`src/rtl/fpu_host_if.sv`:
```
// Host-side initiator for the FPU command handshake: CPU byte registers, start/done/ack
// sequencing with timeout. Optional completion interrupt enabled by defining FPU_HOST_IRQ_EN.
module fpu_host_if #(
    parameter int unsigned TIMEOUT_CYCLES = 4096
) (
    input  logic        clk,
    input  logic        arst,
    input  logic        cs,
    input  logic        wr,
    input  logic        rd,
    input  logic [3:0]  addr,
    input  logic [7:0]  din,
    output logic [7:0]  dout,
    output logic        irq,
    output logic [3:0]  fpu_op,
    output logic [31:0] fpu_a,
    output logic [31:0] fpu_b,
    output logic        fpu_start,
    input  logic        fpu_done,
    input  logic [31:0] fpu_result,
    output logic        fpu_ack
);

    typedef enum logic [1:0] {S_IDLE, S_REQ, S_ACK} state_t;

    state_t      r_state, w_state_next;
    logic [31:0] r_a, r_b, r_result, r_cnt;
    logic [3:0]  r_op;
    logic        r_done, r_err, r_tmo;
    logic        w_wr, w_busy, w_cmd_wr, w_cmd_ok, w_stat_wr, w_tmo_hit;
    logic        w_set_done, w_set_err, w_set_tmo, w_capture;
    logic        w_done_next, w_err_next, w_tmo_next, w_ie;

    assign w_wr      = cs & wr;
    assign w_busy    = (r_state != S_IDLE);
    assign w_cmd_wr  = w_wr && (addr == 4'h8);
    assign w_cmd_ok  = w_cmd_wr && !w_busy && (din[3:0] <= 4'd9);
    assign w_stat_wr = w_wr && (addr == 4'h9);
    // The count of the current cycle is included, so the abort lands exactly TIMEOUT_CYCLES after entry.
    assign w_tmo_hit = (TIMEOUT_CYCLES != 0) && (r_cnt >= 32'(TIMEOUT_CYCLES - 1));

    assign w_capture  = (r_state == S_REQ) && fpu_done;
    assign w_set_done = (r_state == S_ACK) && !fpu_done;
    assign w_set_tmo  = w_tmo_hit && (((r_state == S_REQ) && !fpu_done) ||
                                      ((r_state == S_ACK) && fpu_done));
    assign w_set_err  = w_cmd_wr && (w_busy || (din[3:0] > 4'd9));

    // Hardware sets take priority over a software write-one-to-clear in the same cycle.
    assign w_done_next = w_set_done | (r_done & ~(w_stat_wr & din[1]));
    assign w_err_next  = w_set_err  | (r_err  & ~(w_stat_wr & din[2]));
    assign w_tmo_next  = w_set_tmo  | (r_tmo  & ~(w_stat_wr & din[3]));

    always_ff @(posedge clk or negedge arst) begin
        if (!arst) r_state <= S_IDLE;
        else       r_state <= w_state_next;
    end

    always_comb begin
        w_state_next = r_state;
        case (r_state)
            S_IDLE: if (w_cmd_ok) w_state_next = S_REQ;
            S_REQ: begin
                if (fpu_done)       w_state_next = S_ACK;
                else if (w_tmo_hit) w_state_next = S_IDLE;
            end
            S_ACK: begin
                if (!fpu_done)      w_state_next = S_IDLE;
                else if (w_tmo_hit) w_state_next = S_IDLE;
            end
            default: w_state_next = S_IDLE;
        endcase
    end

    always_comb begin
        fpu_start = 1'b0;
        fpu_ack   = 1'b0;
        case (r_state)
            S_REQ:   fpu_start = 1'b1;
            S_ACK:   fpu_ack   = 1'b1;
            default: ;
        endcase
    end

    always_ff @(posedge clk or negedge arst) begin
        if (!arst) begin
            r_a      <= '0;
            r_b      <= '0;
            r_op     <= '0;
            r_result <= '0;
            r_cnt    <= '0;
            r_done   <= 1'b0;
            r_err    <= 1'b0;
            r_tmo    <= 1'b0;
        end else begin
            if (w_wr && !w_busy) begin
                case (addr)
                    4'h0: r_a[7:0]   <= din;
                    4'h1: r_a[15:8]  <= din;
                    4'h2: r_a[23:16] <= din;
                    4'h3: r_a[31:24] <= din;
                    4'h4: r_b[7:0]   <= din;
                    4'h5: r_b[15:8]  <= din;
                    4'h6: r_b[23:16] <= din;
                    4'h7: r_b[31:24] <= din;
                    default: ;
                endcase
            end
            if (w_cmd_ok)  r_op     <= din[3:0];
            if (w_capture) r_result <= fpu_result;
            if (!w_busy)              r_cnt <= '0;
            else if (r_cnt != '1)     r_cnt <= r_cnt + 32'd1;
            r_done <= w_done_next;
            r_err  <= w_err_next;
            r_tmo  <= w_tmo_next;
        end
    end

`ifdef FPU_HOST_IRQ_EN
    logic r_ie, r_irq, w_ie_next;

    assign w_ie_next = w_stat_wr ? din[4] : r_ie;
    assign w_ie      = r_ie;
    assign irq       = r_irq;

    always_ff @(posedge clk or negedge arst) begin
        if (!arst) begin
            r_ie  <= 1'b0;
            r_irq <= 1'b0;
        end else begin
            r_ie  <= w_ie_next;
            r_irq <= w_ie_next & (w_done_next | w_tmo_next);
        end
    end
`else
    assign w_ie = 1'b0;
    assign irq  = 1'b0;
`endif

    assign fpu_op = r_op;
    assign fpu_a  = r_a;
    assign fpu_b  = r_b;

    always_comb begin
        dout = 8'h00;
        if (cs && rd) begin
            case (addr)
                4'h0: dout = r_a[7:0];
                4'h1: dout = r_a[15:8];
                4'h2: dout = r_a[23:16];
                4'h3: dout = r_a[31:24];
                4'h4: dout = r_b[7:0];
                4'h5: dout = r_b[15:8];
                4'h6: dout = r_b[23:16];
                4'h7: dout = r_b[31:24];
                4'h8: dout = {4'h0, r_op};
                4'h9: dout = {3'b000, w_ie, r_tmo, r_err, r_done, w_busy};
                4'hC: dout = r_result[7:0];
                4'hD: dout = r_result[15:8];
                4'hE: dout = r_result[23:16];
                4'hF: dout = r_result[31:24];
                default: dout = 8'h00;
            endcase
        end
    end

endmodule

```
`config.mk`:
```
export PLATFORM = sky130hd
export DESIGN_NAME = fpu_host_if
export DESIGN_NICKNAME = d
export VERILOG_FILES = /design/src/rtl/fpu_host_if.sv
export SDC_FILE = /design/constraint.sdc
export NUM_CORES = 1
export LEC_CHECK = 0
export ABC_AREA = 1
export BUFFER_PORTS_ARGS = -buffer_cell sky130_fd_sc_hd__buf_2
export CAP_MARGIN = 20
export CORE_MARGIN = 2
export CORE_UTILIZATION = 50
export CTS_BUF_LIST = sky130_fd_sc_hd__clkbuf_2 sky130_fd_sc_hd__clkbuf_4 sky130_fd_sc_hd__clkbuf_8
export DETAILED_ROUTE_END_ITERATION = 10
export HOLD_SLACK_MARGIN = 0.03
export PLACE_DENSITY = 0.76
export SKIP_LAST_GASP = 1
export SYNTH_ARGS = -nofsm -noshare
export SYNTH_HDL_FRONTEND = slang
export SYNTH_SLANG_ARGS = --single-unit
```
`constraint.sdc`:
```
create_clock -name clk -period 1.7 [get_ports clk]
set_input_delay 0.255 -clock clk [delete_from_list [all_inputs] [get_ports clk]]
set_output_delay 0.255 -clock clk [all_outputs]
set_load 0.02 [all_outputs]
```
-- Word-level counts from Yosys, hierarchy flattened
Cells that the tools add are included.
- register bits: 137
- input bits: 50
- output and inout port bits: 79
- logic and storage cells: 88
- add/subtract/negate cells: 1
- magnitude comparators: 3
- equality and inequality tests: 18
- mux-type cells: 11
- bitwise gates (word level): 13
- reductions and logical operators: 27
- operators by type and width (kind ; count):
    case mux 8 bit (14 select lines) ; 1
    two-way mux 32 bit ; 2
    adder 32 x 1 -> 32 bit (second input constant) ; 1
    greater-or-equal comparator 32 x 12 -> 1 bit (second input constant) ; 1
    inequality test 32 bit (second input constant) ; 1
    equality test 4 bit (second input constant) ; 6
    equality test 4 x 3 -> 1 bit (second input constant) ; 4
    AND reduction 2 bit ; 8
    logical AND 1 bit ; 12
    equality test 4 x 2 -> 1 bit (second input constant) ; 2
    two-way mux 2 bit ; 4
    two-way mux 8 bit ; 1
    AND 1 bit ; 7
    case mux 2 bit (3 select lines) ; 1
    equality test 4 x 1 -> 1 bit (second input constant) ; 1
    greater-than comparator 4 bit (second input constant) ; 1
    <= comparator 4 bit (second input constant) ; 1
    zero test 4 bit ; 1
    NOT 1 bit ; 3
    bitwise OR 1 bit ; 3
    equality test 2 x 1 -> 1 bit (second input constant) ; 1
    equality test 2 bit (second input constant) ; 1
    zero test 1 bit ; 2
    zero test 2 bit ; 1
    other kinds (5) ; 7

-- Depth between registers and ports, before layout
- depth in word-level cells: 6
- mapped depth: 10
- mapped depth without buffers: 9

-- Least setup slack after synthesis
Ideal clock, no wire load.
- path kind: flip-flop to flip-flop
- start: register r_cnt[0]
- end: register r_cnt[1]
- setup time: 0.117 ns
- arrival time: 1.449 ns
- required time: 1.583 ns
- path slack: 0.134 ns
- stages on the path, launching flop included: 10
- buffers on the path: 1
- period minus slack after synthesis: 1.566 ns
- cell sequence: dfrtp_1 -> ha_1 -> nand2_2 -> nor2_4 -> nand2_4 -> nor2_8 -> nand3_4 -> buf_6 -> nand3_2 -> nand2_1
- longest elaborated chain between the ends: 3
- elaborated cells between the ends (all ways): 5
- classes of those cells: add/sub: 1; eq/ne: 2; mux: 2
- ends and longest elaborated chain (what ; RTL line ; source):
    start, declared ; 27 ; logic [31:0] r_a, r_b, r_result, r_cnt;
    start signal, assigned ; 111 ; else if (r_cnt != '1) r_cnt <= r_cnt + 32'd1;
    adder 32 x 1 -> 32 bit ; 111 ;
    two-way mux 32 bit ; 111 ;
    two-way mux 32 bit ; 110 ; if (!w_busy) r_cnt <= '0;
Several ways; a longest one is shown, not always the timed one. The select of a mux whose other input is x is not followed.
A chain may end at the register's enable or synchronous reset.

-- Worst setup path after layout
- start: register r_state[1]
- end: output dout[0]
- longest elaborated chain between the ends: 3
- ends and longest elaborated chain (what ; RTL line ; source):
    start, declared ; 26 ; state_t r_state, w_state_next;
    start signal, assigned ; 55 ; else r_state <= w_state_next;
    nonzero test 2 bit ; 35 ; assign w_busy = (r_state != S_IDLE);
    case mux 8 bit (14 select lines) ; 146 ; case (addr)
    two-way mux 8 bit ; 145 ; if (cs && rd) begin
    end, declared ; 13 ; output logic [7:0] dout,
No other way between the ends.

==> impl_metrics.toml <==
[run_status]
status = "complete, but fails checks"
violations = "negative setup slack"

[synth]
ys_top_cells_by_count = "nand2_1 (371), dfrtp_1 (137), nor2_1 (99)"
synth-async-reset-ratio = 1.000
yosysMostFrequentCell = "nand2_1"
ys_top_cells_by_area = "dfrtp_1 (48%), nand2_1 (20%), nor2_1 (5.2%)"
syn_area_per_cell_um2 = 7.781
ys.flop_type = "dfrtp_1"
syn_area_um2 = 7119
synth.top_cell.area_share = 0.4815
yosys_warnings = 0
synth_largest_area_cell = "dfrtp_1"
synthCells = 915
seq_area_frac_synth = 0.4815
ys_types = 27
synth_edf_count = 0
synth_nets = 966
ys_ff_latch = 137

[clock_tree]
clk_latency_ps = 460
clockBufferDepth = 2
root_buffer = "clkbuf_8"
path_clk_slew_ps = 80
clkSinkCount = 137
numCtsBuffers = 17
tritoncts = "done"
htree_num_levels = 4

[routing]
highest_layer = "met4"
drc_errors = 0
vias = 7129
wl_met2_um = 10370
wl_met3_um = 1886
routed_wl_um = 22740
dr.first_iter.drc_count = 848
avgViaCountPerCell = 5.304
wirelength_met1_um = 9917
ant_nets = 0
dr.pass1.iters = 5
routedWlPerCell_um = 16.92

[setup_path]
path_class = "flip-flop to primary output"
crit_chain = "nor2_2 -> inv_2 -> nand2_2 -> nand2_1 -> nor2_1 -> nand2_1 -> nor2_2 -> nor2_2 -> buf_6"
worstPathMaxFanout = 3
cp-end-kind = "primary output"
slowest_stage = "dfrtp_1"
slowest_delay_ps = 400
r2r-end = "r_cnt[28]"
crit_top_cell = "nor2_2"
rr_worst_depth = 8
crit_path_start_kind = "flip-flop"
cp_data_arrival_time_ps = 1650
critPathRequiredTime_ps = 1440
reg2reg_slack_ps = 110
timing.rr.start = "r_cnt[0]"

[global_routing]
grt_pass1_wl_um = 34780
grt_max_degree = 46
overflow = 0
track_usage = 0.3069
antenna_found_initial = 0
grt_pass1_vias = 6575

[hold_path]
whs_endpoint = "r_result[21]"
hp-start = "fpu_result[21]"
worst_hold_path_type = "primary input to flip-flop"
worstHoldPathCells = 2

[finish]
n_antenna_cell = 0
final_nets = 1202
area_delta_synth_final_pct = 31.63
layout-drive-gt1-share = 0.3067
post-route-util = 0.6751

[sta]
fmax_ghz = 0.5246
rsz0062_at_grt = "true"
fin_setup_tns_ps = -851.3
worst_slew_pin_slew_ps = 517.2
setup_viol = 8
post-route-period-util = 1.121
finalHoldViolCount = 0
drv_slew = 0
finClkSkew_ps = 14.67
fin_crit_ps = 1906
setup_ws_ps = -206.1
slew_headroom = 0.6548

[pwr]
vdd_drop_max_mv = 0.8552
power_density_nw_per_um2 = 1246
leakagePower_nw = 5.101

[floorplanning]
die_h_um = 123.3
die_w_um = 123.3
initial_core_util = 0.5129
fp.coreArea_um2 = 13880
rows = 43
die_area_um2 = 15210
io_pins = 129

[flow_run]
maxCapViolations = 0

[place]
dp_hpwl_um = 15890
portBuffers = 127
gp_congestion = 0.9962
==> report_power, final <==
| group | switching [W] | total [W] | leakage, nW | internal [W] |
|---|---|---|---|---|
| clock | 0.00137 | 0.00306 | 0.219 | 0.00169 |
| sequential | 0.000783 | 0.00495 | 1.78 | 0.00417 |
| combinational | 0.00209 | 0.00366 | 3.10 | 0.00157 |
==> area by class of cell <==
class                           count  area, µm²
Inverter                           60      227.7
Sequential cell                   137       3430
Tap cell                          180      225.2
Fill cell                        1117       4509
Clock buffer                       19      261.5
Clock inverter                     13      191.4
Multi-Input combinational cell    702       3421
Timing Repair Buffer              233       1615
==> metal layers <==
layer,global-route usage,vias to the layer above
met2,0.4612,338
met3,0.05673,49
met4,0.1009,0
li1,-,3376
met1,0.4489,3366
met5,0,-
==> worst max-delay path by stage <==
stage / slack, ps / end / cells after the start / startpoint
3_5_place_dp: -150 / dout[3] / 12 / addr[1]
2_1_floorplan: 130 / r_cnt[1] / 9 / r_cnt[0]
5_1_grt: -320 / dout[0] / 9 / r_state[1]
3_3_place_gp: -120 / dout[2] / 12 / addr[1]
4_1_cts: -210 / dout[0] / 9 / r_state[0]
6_report: -210 / dout[0] / 9 / r_state[1]
==> cells in the final DEF, fill, tap and decap left out, types with 7 or more instances in the layout <==
cell type / synthesis / layout
nand3_1: 68 / 67
nand2_2: 2 / 17
o21ai_1: 68 / 68
nand2_1: 371 / 356
inv_1: 54 / 51
dlygate4sd3_1: 0 / 24
clkbuf_8: 0 / 19
o21ai_0: 7 / 7
or2_2: 13 / 13
buf_2: 5 / 118
mux2_2: 32 / 32
nor2_1: 99 / 88
dfrtp_1: 137 / 136
buf_4: 1 / 78
nand2_4: 9 / 9
inv_2: 6 / 8
nor2_4: 7 / 13
buf_6: 11 / 7
nor2_2: 9 / 17
==> state kept, by name, indices dropped and copies added, names as in the netlist <==
signal	cells
fpu_a	32
fpu_b	32
fpu_op	4
r_cnt	32
r_done	1
r_err	1
r_result	32
r_state	2
r_tmo	1
==> kinds of logic after synthesis <==
logic type / after synthesis / share of synthesized area
fa+ha+maj: 1 / 0.001757
flops: 137 / 0.4815
mux: 32 / 0.05062
other cells: 1 / 0.0005267
simple gates: 588 / 0.3564
compound gates: 77 / 0.05448
buf+inv: 79 / 0.05466
==> stage by stage <==
step	hold slack (ps)	total power [W]	cell area [µm²]	instances	worst slack [ps]
2_1_floorplan	-40.59	0.006655	7119	915	133.6
3_3_place_gp	185.3	0.007916	8183	1241	-122.4
3_5_place_dp	182.4	0.008019	8183	1241	-148.5
4_1_cts	30.22	0.01146	9181	1328	-205.3
5_1_grt	34.94	0.01223	9371	1344	-323.5
6_report	36.42	0.01167	9371	1344	-206.1
==> critical path, delay by kind of cell, from the launching register on <==
kind          cells  cell delay (ps)
flops             1              400
buf+inv           2              200
simple gates      7              610
==> repair_timing <==
| action | CTS | global route |
|---|---|---|
| setup endpoints to repair | 8 | 32 |
| buffers inserted | 30 | 14 |
| endpoints found under the hold margin | 54 | 1 |
| hold buffers | 23 | 1 |
| gates cloned | 2 | 1 |
| pin swaps | 37 | 19 |
| gates resized for setup | 28 | 24 |
No activity file was read; power rests on OpenSTA's default activity.
